[src/rtl/ps2_host_transmitter.sv]
// PS/2 host-to-device transmitter: inhibits the bus, sends one byte with
// parity and stop bit on device-generated clocks, then checks the device ACK.
module ps2_host_transmitter #(
   parameter int INHIBIT_CYCLES = 5000,
   parameter int TIMEOUT_CYCLES = 750000,
   parameter bit ODD_PARITY     = 1'b1
) (
   input  logic       clk,
   input  logic       reset,
   input  logic [7:0] tx_data,
   input  logic       tx_start,
   output logic       tx_busy,
   output logic       tx_done,
   output logic       tx_error,
   input  logic       ps2_clk_in,
   input  logic       ps2_data_in,
   output logic       ps2_clk_oe,
   output logic       ps2_data_oe
);

   localparam int INH_W = $clog2(INHIBIT_CYCLES + 1);
   localparam int TMO_W = $clog2(TIMEOUT_CYCLES + 1);
   localparam logic [INH_W-1:0] INH_LAST = INH_W'(INHIBIT_CYCLES - 1);
   localparam logic [TMO_W-1:0] TMO_MAX  = TMO_W'(TIMEOUT_CYCLES);

   typedef enum logic [2:0] {
      IDLE, INHIBIT, REQ, SEND, WAIT_ACK, WAIT_IDLE, DONE
   } state_t;

   state_t state, state_nx;

   logic [2:0]       clk_sync;
   logic [1:0]       data_sync;
   logic             clk_s, data_s, fall;
   logic [INH_W-1:0] inh_cnt;
   logic [TMO_W-1:0] tmo_cnt;
   logic [3:0]       bit_idx;
   logic [7:0]       shreg;
   logic             par;
   logic             data_drv;
   logic             err;
   logic             active;
   logic             timeout;
   logic             nxt_bit;

   // Idle bus reads high, so the synchronisers reset to 1 to avoid a false edge.
   always_ff @(posedge clk or posedge reset) begin
      if (reset) begin
         clk_sync  <= '1;
         data_sync <= '1;
      end else begin
         clk_sync  <= {clk_sync[1:0], ps2_clk_in};
         data_sync <= {data_sync[0], ps2_data_in};
      end
   end

   assign clk_s  = clk_sync[1];
   assign data_s = data_sync[1];
   assign fall   = clk_sync[2] & ~clk_sync[1];

   assign active  = (state == SEND) || (state == WAIT_ACK) ||
                    (state == WAIT_IDLE);
   assign timeout = active && (tmo_cnt == TMO_MAX);

   assign nxt_bit = (bit_idx < 4'd8)  ? ~shreg[bit_idx[2:0]] :
                    (bit_idx == 4'd8) ? ~par : 1'b0;

   always_ff @(posedge clk or posedge reset) begin
      if (reset) state <= IDLE;
      else       state <= state_nx;
   end

   always_comb begin
      state_nx    = state;
      tx_busy     = 1'b0;
      tx_done     = 1'b0;
      tx_error    = 1'b0;
      ps2_clk_oe  = 1'b0;
      ps2_data_oe = 1'b0;
      unique case (state)
         IDLE: begin
            if (tx_start) state_nx = INHIBIT;
         end
         INHIBIT: begin
            tx_busy    = 1'b1;
            ps2_clk_oe = 1'b1;
            if (inh_cnt == INH_LAST) state_nx = REQ;
         end
         REQ: begin
            tx_busy     = 1'b1;
            ps2_clk_oe  = 1'b1;
            ps2_data_oe = 1'b1;
            state_nx    = SEND;
         end
         SEND: begin
            tx_busy     = 1'b1;
            ps2_data_oe = data_drv;
            if (timeout)                        state_nx = DONE;
            else if (fall && bit_idx == 4'd9)   state_nx = WAIT_ACK;
         end
         WAIT_ACK: begin
            tx_busy = 1'b1;
            if (timeout)   state_nx = DONE;
            else if (fall) state_nx = WAIT_IDLE;
         end
         WAIT_IDLE: begin
            tx_busy = 1'b1;
            if (timeout)             state_nx = DONE;
            else if (clk_s && data_s) state_nx = DONE;
         end
         DONE: begin
            tx_done  = 1'b1;
            tx_error = err;
            state_nx = IDLE;
         end
         default: state_nx = IDLE;
      endcase
   end

   always_ff @(posedge clk or posedge reset) begin
      if (reset) begin
         inh_cnt  <= '0;
         tmo_cnt  <= '0;
         bit_idx  <= '0;
         shreg    <= '0;
         par      <= 1'b0;
         data_drv <= 1'b0;
         err      <= 1'b0;
      end else begin
         if (state == IDLE && tx_start) begin
            shreg   <= tx_data;
            par     <= ODD_PARITY ? ~^tx_data : ^tx_data;
            err     <= 1'b0;
            inh_cnt <= '0;
         end
         if (state == INHIBIT) inh_cnt <= inh_cnt + 1'b1;
         if (state == REQ) begin
            data_drv <= 1'b1;
            bit_idx  <= '0;
            tmo_cnt  <= '0;
         end
         // Saturating watchdog, restarted by every device clock edge.
         if (active) begin
            if (fall)                    tmo_cnt <= '0;
            else if (tmo_cnt != TMO_MAX) tmo_cnt <= tmo_cnt + 1'b1;
         end
         if (timeout) begin
            err      <= 1'b1;
            data_drv <= 1'b0;
         end else if (fall && state == SEND) begin
            data_drv <= nxt_bit;
            bit_idx  <= bit_idx + 4'd1;
         end else if (fall && state == WAIT_ACK) begin
            err <= data_s;
         end
         if (state == DONE) data_drv <= 1'b0;
      end
   end

endmodule

[config.mk]
export PLATFORM = sky130hd
export DESIGN_NAME = ps2_host_transmitter
export DESIGN_NICKNAME = d
export VERILOG_FILES = /design/src/rtl/ps2_host_transmitter.sv
export SDC_FILE = /design/constraint.sdc
export NUM_CORES = 1
export LEC_CHECK = 0
export ABC_CLOCK_PERIOD_IN_PS = 1810
export CAP_MARGIN = 20
export CORE_ASPECT_RATIO = 1.1
export CORE_MARGIN = 4
export CORE_UTILIZATION = 36
export DETAILED_ROUTE_END_ITERATION = 6
export DONT_BUFFER_PORTS = 1
export MAX_ROUTING_LAYER = met4
export PLACE_DENSITY = 0.53
export SLEW_MARGIN = 40
export SYNTH_ARGS = -nofsm -noshare
export SYNTH_HDL_FRONTEND = slang
export SYNTH_SLANG_ARGS = --single-unit
[constraint.sdc]
create_clock -name clk -period 1.81 [get_ports clk]
set_input_delay 0.181 -clock clk [delete_from_list [all_inputs] [get_ports clk]]
set_output_delay 0.181 -clock clk [all_outputs]
set_load 0.01 [all_outputs]
# After elaboration in Yosys (flattened, before gate mapping)
# Cells that the tools add are included.
# word_totals
register_bits,56
inputBits,13
output_inout_bits,5
wordCells,85
# op_classes
add_sub_neg,3
magnitude_cmp,2
n_eq_ne,16
mux,35
bitwise_logic,4
n_reduce_logical,15
# op_table
cell,n
$mux W20,4
$mux W13,2
$mux W3,8
$add A20 B1 Y20 const B,1
$eq A20 B20 Y1 const B,1
$ne A20 B20 Y1 const B,1
$pmux W3 S6,1
$mux W1,15
$add A13 B1 Y13 const B,1
$eq A13 B13 Y1 const B,1
$mux W4,3
$eq A3 B3 Y1 const B,3
$eq A4 B4 Y1 const B,2
$reduce_xnor A8 Y1,1
$eq A3 B2 Y1 const B,2
$logic_and A1 B1 Y1,6
$ne A3 B2 Y1 const B,2
$reduce_and A5 Y1,1
$reduce_or A5 Y1,1
$add A4 B1 Y4 const B,1
$lt A3 B4 Y1 const B,1
$lt A4 B4 Y1 const B,1
$ne A2 B2 Y1 const B,2
$reduce_bool A4 Y1,1
other kinds (10),13

# Logic depth before layout (Yosys ltp)
# Gate-level depths: netlist of the first run.
# depth
depth_word,7
ltp_mapped,8
mapped_depth_nobuf,7

# Least setup slack after synthesis of the first run
# No wires, ideal clock.
# synth_path
path_kind,flip-flop to flip-flop
startpoint,reg tmo_cnt[2]
endpoint,reg state[1]
setup_time_ns,0.081
t_arrival_ns,1.713
required_time_ns,1.729
slack_ns,0.017
path_stages_with_launch,7
n_path_buf,2
period_less_slack_ns,1.793
path_cell_list,dfrtp_1 > or4_1 > buf_2 > or2_0 > buf_2 > o22a_1 > o211ai_2
# synth_via
elab_chain_len,4
elab_cells_between_ends,10
classes_between,eq/ne: 4; mux: 4; reduce/logical: 2
# synth_rtl
item,line,rtl
from (decl),36,logic [TMO_W-1:0] tmo_cnt;
from (signal assigned),145,else if (tmo_cnt != TMO_MAX) tmo_cnt <= tmo_cnt + 1'b1;
$eq A20 B20 Y1 *,63,assign timeout = active && (tmo_cnt == TMO_MAX);
$logic_and A1 B1 Y1 *,63,
$ne A3 B2 Y1 (no line) (tied with other cells),--,
$reduce_and A5 Y1 (no line) or $pmux W3 S6 (tied branches),--,
to (signal assigned),70,else state <= state_nx;
to (decl),30,"state_t state, state_nx;"
# Every way passes the cells marked *; elsewhere a longest branch is shown, timed or not.
# A chain may end at the register's enable or synchronous reset.

# Worst setup path after layout of the first run
# layout_path
startpoint,reg tmo_cnt[5]
endpoint,reg tmo_cnt[6]
# layout_via
elab_chain_len,4
elab_cells_between_ends,5
classes_between,add/sub: 1; eq/ne: 1; mux: 3
# layout_rtl
item,line,rtl
$add A20 B1 Y20 or $ne A20 B20 Y1 (tied branches),145,
$mux W20 *,145,
$mux W20 *,144,if (fall) tmo_cnt <= '0;
$mux W20 *,143,if (active) begin
# Marked as above.

==> results.md, run 1 <==
* Crit Path Max Fanout at 7
* Compound-Gate Fraction of Synth Area at 0.1491
* GR Layer Usage met1 at 0.2251
* Worst Skew at 0.009434 ns
* Ys async rst share at 1.000
* Routability cong. at 0.8148
* Met2 GRT Util at 0.2304
* Sequential share of power at 0.389
* Worst Hold Class: input port to register
* Share of cells above drive strength 1 at 0.2943
* Cells after DPL at 470
* Post-synth EDFFs at 0
* Core area at 0.008364 mm2
* Final Hold Fails at 0
* CP max stage cell: or4_4
* GRT overflow at 0
* Final setup vio count at 0
* Die Span X at 96.31 um
* Cells along the critical path: nand4_1, or4_4, o211ai_4, buf_6, o211ai_1, a21oi_2
* Sum Neg Setup Slack at 0 ns
* Area growth syn-to-layout at 26.78%
* Area of the multi-input gates at 0.001703 mm2
* Worst EP arrival at 2.04 ns
* Post-route antenna net violation count at 0
* Status: finished, final reports clean
* Power Dens Cells at 1135 mW/mm2
* Total clock sinks at 56
* Crit path max-delay family: simple AND/OR/NAND/NOR gates
* GR Util met3 at 0.03096
* H-tree depth at 2
* Clock slew at reported path FFs at 0.10 ns
* Final Cell Area at 0.003915 mm2
* Most common cell after layout, fill and taps aside: buf_4
* Layout Cells excl Fill at 495
* # port buffers at 0
* Global Route Usage Sum at 0.1600
* Register area at 0.001409 mm2
* Number of global-route vias before repair at 2,556
* Leak at 1.670 nW
* Post-synth top flop: dfrtp_1
* Slew HR at 0.7333
* Ys Warns at 0
* CTS Root Cell: clkbuf_8
* Least-Margin Pin Slew at 0.3950 ns
* Buf/Inv on CP at 1
* Num CTS Buffers at 5
* Netlist Area Pre-Place at 0.003088 mm2
* Max VDD drop at 543.1 uV
* Die area at 0.01013 mm2
* Max Slew Vio Count at 0
* Max-cap violations at 0
* Pin count of the biggest net entering global routing at 31
* Number of antenna violations at the first check in global routing at 0
* Nets at 402
* CP Capture Type: register
* Top-Level Pins at 18
* Register area share after synthesis at 0.4558
* Comb power frac at 0.451
* Via count at 2,595
* Final Core Density at 0.4681
* XOR/XNOR Fraction of Synth Area at 0.04822
* Starting Density at 0.3692
* DRC at 0
* Unrepaired setup endpoints after global routing: true
* Antenna diodes at 0
* Synth Area in Adders at 0.02431
* Drt first pass iters at 4
* Row count at 35
* WHS at 0.009129 ns
* Fillers at 775
* Synth Register Bits at 56
* Vias per cell at 5.242
* Max clock buf depth at 2
* Routed len/inst at 15.02 um
* Mapped Cells at 321
* Placed Area at 0.003547 mm2
* Most frequent cells in the layout: 53 x buf_4, 50 x dfrtp_1, 26 x nand2_1
* Crit Path Class: register to register
* WP data required at 2.05 ns
* Global routing's busiest layer: met2
* Synth Net Count at 340
* Tmin final at 1.803 ns
* NetSw at 1.693 mW
* Die Y at 105.1 um
* DR iter-0 viols at 93
* Netlist cell types at 56
* Synthesized area per cell at 9.620 um2
* Largest family of logic cells by synthesized area: simple AND/OR/NAND/NOR gates
* Fin crit share at 0.9962
* Critical Path Max Stage Delay at 0.57 ns
* Pint at 2.749 mW
* First-pass GRT wire length at 12.52 mm
* Clock share of power at 0.160
* Simple-Gate Fraction of Synth Area at 0.2293
* Critical Path Source Type: register
* CTS tree: built
* Worst-Skew Late Latency at 0.32 ns
* Hpwl dp at 5.370 mm
* Multiplexer area fraction after synthesis at 0.06686
* Final WL at 7.437 mm
* Max Clock Freq at 554.6 MHz
* Switching Fraction at 0.3811
[cells by family (layout without fill, tap and decap cells)]
| kind of cell | after synthesis | in the layout |
|---|---|---|
| buf+inv | 20 | 83 |
| simple gates | 134 | 134 |
| flops | 56 | 56 |
| mux | 17 | 17 |
| xor+xnor | 17 | 17 |
| compound gates | 71 | 71 |
| fa+ha+maj | 6 | 6 |
[per-layer routing]
layer | wire length [um] | share of wire | up-vias
met5 | 0 | 0 | -
met3 | 278 | 0.037 | 11
met2 | 3491 | 0.47 | 43
met4 | 127 | 0.017 | 0
met1 | 3538 | 0.48 | 1245
li1 | - | - | 1296
[final timing paths]
kind                                end          from  cells past startpoint  slack [ns]
setup / recovery             tmo_cnt[6]    tmo_cnt[5]                      6       0.007
hold / removal                 shreg[5]    tx_data[5]                      1       0.009
setup reg to reg             tmo_cnt[6]    tmo_cnt[5]                      6       0.007
hold reg to reg            data_sync[1]  data_sync[0]                      0        0.36
max in group asynchronous   clk_sync[0]         reset                      3        1.10
min in group asynchronous    inh_cnt[2]         reset                      3        0.37
[final cells by class]
class | instances | share of cell area
multi-input cells | 245 | 0.4350
flip-flops and latches | 56 | 0.3599
repair buffers | 66 | 0.1384
well taps | 111 | 0.03547
clock buffers | 6 | 0.01854
inverters | 9 | 0.008629
clock inverters | 2 | 0.004155
[cell usage after synthesis, types with 3 or more instances]
| cell type | number | share of area |
|---|---|---|
| a21oi_1 | 16 | 0.026 |
| nor2_1 | 24 | 0.029 |
| nor2b_1 | 4 | 0.0081 |
| mux2i_1 | 6 | 0.019 |
| and3_1 | 6 | 0.012 |
| ha_1 | 6 | 0.024 |
| nand4_1 | 10 | 0.020 |
| inv_1 | 8 | 0.0097 |
| mux2_2 | 9 | 0.033 |
| nand3_1 | 24 | 0.039 |
| and2_1 | 4 | 0.0081 |
| o21ai_0 | 27 | 0.044 |
| clkbuf_1 | 6 | 0.0073 |
| nand2_1 | 27 | 0.033 |
| dfrtp_1 | 51 | 0.41 |
| or2_2 | 3 | 0.0061 |
| xnor2_1 | 7 | 0.020 |
| dfstp_2 | 5 | 0.043 |
| nor4_1 | 3 | 0.0061 |
| buf_2 | 5 | 0.0081 |
| nand3b_1 | 3 | 0.0073 |
| nand2b_1 | 4 | 0.0081 |
| or3_1 | 6 | 0.012 |
| o211ai_2 | 3 | 0.012 |
| o211ai_1 | 4 | 0.0097 |
| xor2_1 | 10 | 0.028 |
[metrics by stage]
step / power, mW / worst slack (ns)
5_1_grt: 4.772 / -0.06696
3_5_place_dp: 3.515 / -0.1060
4_1_cts: 4.370 / 0.0007820
6_report: 4.443 / 0.006808
2_1_floorplan: 2.844 / 0.01652
3_3_place_gp: 3.487 / -0.04811
[power groups by stage]
stage          Combinational (mW)  Sequential, mW  Clock [mW]
2_1_floorplan                1.15            1.69           0
5_1_grt                      2.23            1.76       0.779
6_report                     2.00            1.73       0.710
3_5_place_dp                 1.76            1.75           0
3_3_place_gp                 1.74            1.74           0
4_1_cts                      1.89            1.73       0.748
[flip-flops by register name, indices dropped and copies added, names as in the netlist]
| register | flops |
|---|---|
| bit_idx | 4 |
| err | 1 |
| par | 1 |
| shreg | 8 |
| clk_sync | 3 |
| state | 3 |
| data_sync | 2 |
| data_drv | 1 |
| tmo_cnt | 20 |
| inh_cnt | 13 |
[timing repair]
| action | CTS | global route |
|---|---|---|
| setup buffers | 2 | 5 |
| hold endpoints to repair | 58 | 1 |
| pin swaps | 1 | 11 |
| gates cloned | 0 | 1 |
| setup endpoints to repair | 13 | 26 |
| hold buffers | 8 | 1 |
| gates resized for setup | 11 | 23 |
Note: power is estimated with default switching activity, not from simulation.
==> run 2: changes to the inputs <==
ABC_CLOCK_PERIOD_IN_PS = 1670   (was 1810)
CORE_MARGIN = default   (was 4)
CORE_UTILIZATION = 60   (was 36)
PLACE_DENSITY = 0.77   (was 0.53)
clock period = 1.67 ns   (was 1.81 ns; I/O delays follow)
==> results.md, run 2 (synthesis results as in run 1) <==
* Max-cap violations at 0 (unchanged)
* Largest register FFs at 20 (unchanged)
* Antenna diodes at 0 (unchanged)
* Die Span X at 70.40 um (-27%)
* Die Y at 77.24 um (-27%)
* Final Hold Fails at 0 (unchanged)
* Clock share of power at 0.165 (+0.005)
* Crit Path Class: register to register
* Worst Hold Class: input port to register
* Vias per cell at 6.576 (+25%)
* WP data required at 1.87 ns (-0.18 ns)
* Pin count of the biggest net entering global routing at 39 (+26%)
* NetSw at 2.141 mW (+26%)
* Number of global-route vias before repair at 2,741 (+7.2%)
* Fillers at 251 (-68%)
* Area growth syn-to-layout at 36.10%
* Pwr Total at 5.436 mW (+22%)
* DRC at 0 (unchanged)
* Critical Path Max Stage Delay at 0.40 ns (-0.17 ns)
* Critical path's most frequent cell: buf_6
* # port buffers at 0 (unchanged)
* Max Clock Freq at 485.5 MHz (-12%)
* Status: finished with violations
* Setup ws final at -0.3899 ns (-0.3967 ns)
* Failing checks: negative setup slack
* Final Core Density at 0.8463 (+0.3782)
* Comb power frac at 0.484 (+0.033)
* Cells along the critical path: inv_2, ha_4, nor4bb_4, nand3b_1, buf_6, o211ai_4, buf_6, xor2_2, nor2_1
* Via count at 3,025 (+17%)
* Max clock buf depth at 2 (unchanged)
* Nets at 420 (+4.5%)
* Worst Skew at 0.01670 ns (+0.007268 ns)
* Tmin final at 2.060 ns (+0.2567 ns)
* Most frequent cells in the layout: 61 x buf_4, 51 x dfrtp_1, 23 x nand2_1, 23 x nand3_1, 21 x o21ai_0
* Routed len/inst at 20.72 um (+38%)
* H-tree depth at 2 (unchanged)
* Share of cells above drive strength 1 at 0.3731 (+0.07886)
* Largest Register: tmo_cnt
* Slew HR at 0.7114 (-0.02186)
* Post-route antenna net violation count at 0 (unchanged)
* Final WL at 9.529 mm (+28%)
* Critical Path Source Type: register
* Largest regs: tmo_cnt: 20 flops, inh_cnt: 13 flops, shreg: 8 flops
* Crit Path Max Fanout at 6 (-1)
* GRT overflow at 0 (unchanged)
* Die area at 0.005438 mm2 (-46%)
* First-pass GRT wire length at 13.32 mm (+6.4%)
* Most common cell after layout, fill and taps aside: buf_4
* CTS tree: built
* CP Capture Type: register
* Max Slew Vio Count at 0 (unchanged)
* Fin crit share at 1.233 (+0.2372)
* Worst-Skew Late Latency at 0.32 ns (about the same)
* Hpwl dp at 5.364 mm (-0.11%)
* Sequential share of power at 0.351 (-0.038)
* Unrepaired setup endpoints after global routing: true
* CP max stage cell: dfrtp_1
* Switching Fraction at 0.3939 (+0.01280)
* Number of antenna violations at the first check in global routing at 0 (unchanged)
* Global Route Usage Sum at 0.3239 (+0.1639)
* Power Dens Cells at 1293 mW/mm2 (+14%)
* Routability cong. at 0.9275 (+14%)
* Clock slew at reported path FFs at 0.10 ns (about the same)
* Starting Density at 0.6218 (+0.2526)
* DR iter-0 viols at 422 (+350%)
* CTS Root Cell: clkbuf_8
* Row count at 27 (-23%)
* Worst EP arrival at 2.26 ns (+0.22 ns)
* Num CTS Buffers at 5 (unchanged)
* Max VDD drop at 1006 uV (+85%)
* Final setup vio count at 25 (+25)
* Top-Level Pins at 18 (unchanged)
* Least-Margin Pin Slew at 0.4322 ns (+0.03718 ns)
* Leak at 1.851 nW (+11%)
* WHS at 0.1768 ns (+0.1677 ns)
* Drt first pass iters at 7 (+3)
* Core area at 0.004966 mm2 (-41%)
* Total clock sinks at 56 (unchanged)
* Pint at 3.294 mW (+20%)
==> run 2: cell count changes in the layout (fill, tap and decap cells not counted), sizes merged <==
cell,before,now
buf,57,73
dlygate4sd3,9,11
bufinv,0,1
clkinvlp,1,0
==> run 2: layout make-up <==
type                       instances  area, um2  area share
timing repair buffer              84      705.7      0.1679
sequential                        56       1408      0.3349
multi-input combinational        245       1876      0.4463
clock buffer                       6      72.57     0.01727
tap                               58      72.57     0.01727
clock inverter                     2      35.03    0.008336
inverter                           9      33.78    0.008038
==> run 2: worst max-delay path, delay by kind of cell, from the launching register on <==
family / cells / cell delay [ns]
AO/OA/AOI/OAI: 1 / 0.24
buffers and inverters: 3 / 0.45
flip-flops: 1 / 0.40
XOR/XNOR: 1 / 0.13
adder cells (fa/ha/maj): 1 / 0.14
AND/OR/NAND/NOR: 3 / 0.59
==> run 2: layer usage <==
metal,up-vias,track usage,wire length [um]
met5,-,-,0
met4,0,0.1260,363
met3,44,0.05782,709
met2,180,0.5210,4736
met1,1468,0.4063,3719
li1,1333,-,-
==> run 2: worst paths after layout <==
path | startpoint | to | slack (ns) | cells after the start
worst max register to register | tmo_cnt[1] | tmo_cnt[2] | -0.39 | 9
worst min register to register | data_sync[0] | data_sync[1] | 0.35 | 0
max in group asynchronous | reset | clk_sync[2] | 0.73 | 3
worst min-delay path | tx_start | err | 0.18 | 3
min in group asynchronous | reset | inh_cnt[12] | 0.31 | 2
worst max-delay path | tmo_cnt[1] | tmo_cnt[2] | -0.39 | 9
==> run 2: power by group through the flow <==
stage	sequential [mW]	combinational, mW	clock (mW)
after global routing	1.94	2.79	0.944
after global placement	1.88	1.93	0
after CTS	1.87	2.09	0.893
final	1.91	2.63	0.899
after floorplan	1.83	1.27	0
after detailed placement	1.90	1.98	0
==> run 2: per-stage QoR <==
stage / TNS (ns) / cells / area [um2] / setup WS, ns
finish: -6.245 / 460 / 4203 / -0.3899
detailed placement: -3.880 / 428 / 3587 / -0.2841
global route: -8.546 / 460 / 4203 / -0.5116
global placement: -1.736 / 428 / 3587 / -0.1791
CTS: -0.9892 / 448 / 3905 / -0.09923
floorplan: -0.6359 / 321 / 3104 / -0.1228
==> run 2: repair_timing <==
| item | CTS | global route |
|---|---|---|
| pin swaps | 12 | 18 |
| endpoints found under the hold margin | 27 | 1 |
| gates cloned | 0 | 2 |
| gates resized for setup | 25 | 54 |
| endpoints found under the setup margin | 28 | 39 |
| hold buffers | 10 | 1 |
| setup buffers | 2 | 9 |
==> run 3: changes to the inputs <==
CORE_ASPECT_RATIO = default   (was 1.1)
CORE_UTILIZATION = 63   (was 60)
PLACE_DENSITY = 0.8   (was 0.77)
SLEW_MARGIN = 15   (was 40)
==> results.md, run 3 (synthesis results as in run 1) <==
* Reg2reg start: tmo_cnt[9]
* Drt first pass iters at 5 (-2)
* Unrepaired setup endpoints after global routing: true
* Leak at 1.768 nW (-4.5%)
* Crit Path Max Fanout at 9 (+3)
* Max Clock Freq at 537.2 MHz (+11%)
* Status: finished with violations
* First-pass GRT wire length at 11.95 mm (-10%)
* Max VDD drop at 1086 uV (+8.0%)
* Tmin final at 1.862 ns (-0.1982 ns)
* GRT overflow at 0 (unchanged)
* Global Route Usage Sum at 0.3128 (-0.01108)
* Total clock sinks at 56 (unchanged)
* Crit Path Class: register to register
* Cells after DPL at 434 (+1.4%)
* Vias per cell at 6.838 (+4.0%)
* Nets at 407 (-3.1%)
* Worst Hold Class: input port to register
* Core area at 0.004723 mm2 (-4.9%)
* Cells along the critical path: nor4_2, buf_4, nand3b_1, buf_6, o211ai_2, buf_6, o211ai_1, a21oi_2
* Largest Register: tmo_cnt
* DR iter-0 viols at 546 (+29%)
* CP max stage cell: dfrtp_1
* H-tree depth at 2 (unchanged)
* Fin crit share at 1.115 (-0.1187)
* Most frequent cells in the layout: 57 x buf_4, 50 x dfrtp_1, 26 x nand2_1
* Min-delay src: tx_data[1]
* Most common cell after layout, fill and taps aside: buf_4
* Reg2Reg Depth at 8 (-1)
* Worst Skew at 0.01515 ns (-0.001551 ns)
* Die Y at 72.01 um (-6.8%)
* CTS tree: built
* Max Slew Vio Count at 0 (unchanged)
* Number of antenna violations at the first check in global routing at 0 (unchanged)
* Area growth syn-to-layout at 31.65%
* Routed len/inst at 21.24 um (+2.5%)
* Largest register FFs at 20 (unchanged)
* Max-cap violations at 0 (unchanged)
* Least-Margin Pin Slew at 0.5855 ns (+0.1533 ns)
* Number of global-route vias before repair at 2,576 (-6.0%)
* CP Capture Type: register
* Routability cong. at 0.9401 (+1.4%)
* Failing checks: negative setup slack
* Starting Density at 0.6538 (+0.03196)
* Critical Path Max Stage Delay at 0.41 ns (about the same)
* CTS Root Cell: clkbuf_8
* Num CTS Buffers at 5 (unchanged)
* Pin count of the biggest net entering global routing at 57 (+46%)
* Die area at 0.005185 mm2 (-4.6%)
* # port buffers at 0 (unchanged)
* DRC at 0 (unchanged)
* Sum Neg Setup Slack at -2.361 ns (+3.884 ns)
* Via count at 3,118 (+3.1%)
* Worst EP arrival at 2.10 ns (-0.16 ns)
* R2R Path End: tmo_cnt[6]
* Final WL at 9.686 mm (+1.6%)
* WP data required at 1.90 ns (+0.03 ns)
* Die Span X at 72.01 um (+2.3%)
* Top-Level Pins at 18 (unchanged)
* Critical path's most frequent cell: buf_6
* Final setup vio count at 25 (unchanged)
* Final Hold Fails at 0 (unchanged)
* Hpwl dp at 5.051 mm (-5.8%)
* Max clock buf depth at 2 (unchanged)
* Hold Path Stages at 1 (-2)
* Row count at 25 (-7.4%)
* Clock slew at reported path FFs at 0.10 ns (about the same)
* Largest regs: tmo_cnt: 20 flops, inh_cnt: 13 flops, shreg: 8 flops
* Layout Cells excl Fill at 456 (-0.87%)
* Power Dens Cells at 1302 mW/mm2 (+0.65%)
* Setup ws final at -0.1916 ns (+0.1982 ns)
* R2r setup slk at -0.19 ns (+0.20 ns)
* Min-Delay Endpoint: shreg[1]
* Antenna diodes at 0 (unchanged)
* Critical Path Source Type: register
* Slew HR at 0.6097 (-0.1018)
* Post-route antenna net violation count at 0 (unchanged)
* Share of cells above drive strength 1 at 0.3650 (-0.008096)
* Worst-Skew Late Latency at 0.33 ns (about the same)
run 3: cell types whose count changed in the layout (fill, tap and decap cells not counted), moves of 3 or more:
cell | previous run | this run
nand2_1 | 23 | 26
buf_4 | 61 | 57
buf_6 | 10 | 5
a21oi_2 | 4 | 7
dlygate4sd3_1 | 11 | 7
run 3: power breakdown:
part	switching (mW)	internal (mW)
registers	0.279	1.65
logic	1.39	1.07
clock network	0.450	0.446
run 3: final cells by class:
type	count	area, um2
clock buffers	6	72.57
clock inverters	2	35.03
fillers	228	658.1
inverters	9	33.78
multi-input cells	245	1837
flip-flops and latches	56	1409
well taps	67	83.83
repair buffers	71	594.3
run 3: how the worst max path moves through the flow:
stage                          start    endpoint  slack [ns]  depth (start not counted)
after floorplan           tmo_cnt[2]    state[1]       -0.12                          6
after global placement    tmo_cnt[4]    state[1]       -0.15                          5
after detailed placement  tmo_cnt[0]    state[1]       -0.23                          7
after CTS                 tmo_cnt[1]    state[1]       -0.12                          8
after global routing      tmo_cnt[9]  tmo_cnt[6]       -0.26                          8
final                     tmo_cnt[9]  tmo_cnt[6]       -0.19                          8
run 3: stage by stage:
| step | cell area [um2] | hold slack (ns) | utilization | power, mW | worst slack [ns] |
|---|---|---|---|---|---|
| CTS | 3776 | 0.0006490 | 0.7995 | 4.707 | -0.1170 |
| global route | 4065 | -0.006568 | 0.8607 | 5.502 | -0.2580 |
| floorplan | 3104 | 0.1715 | - | 3.099 | -0.1228 |
| finish | 4065 | 0.003641 | 0.8607 | 5.292 | -0.1916 |
| global placement | 3588 | 0.1266 | 0.7597 | 3.720 | -0.1474 |
| detailed placement | 3588 | 0.1417 | 0.7597 | 3.776 | -0.2292 |
run 3: repair_timing:
item                       in CTS  in global routing
setup endpoints to repair      26                 39
buffers inserted                2                  4
pin swaps                       6                 15
gates resized for setup        15                 57
hold buffers                    3                  4
cloned                          0                  1
hold endpoints to repair       53                  4
run 3: worst max-delay path: cells and delay by family (launching register included):
| family | cells | cell delay, ns |
|---|---|---|
| and+or+nand+nor | 2 | 0.42 |
| buffers and inverters | 3 | 0.49 |
| DFF | 1 | 0.41 |
| AOI/OAI and AO/OA | 3 | 0.45 |
run 3: layer usage:
layer  up-vias  track usage  wire [um]
met1      1527       0.4201       3640
met4         0       0.1285        531
met2       217       0.4706       4605
met5         -            -          0
li1       1301            -          -
met3        73      0.05972        909
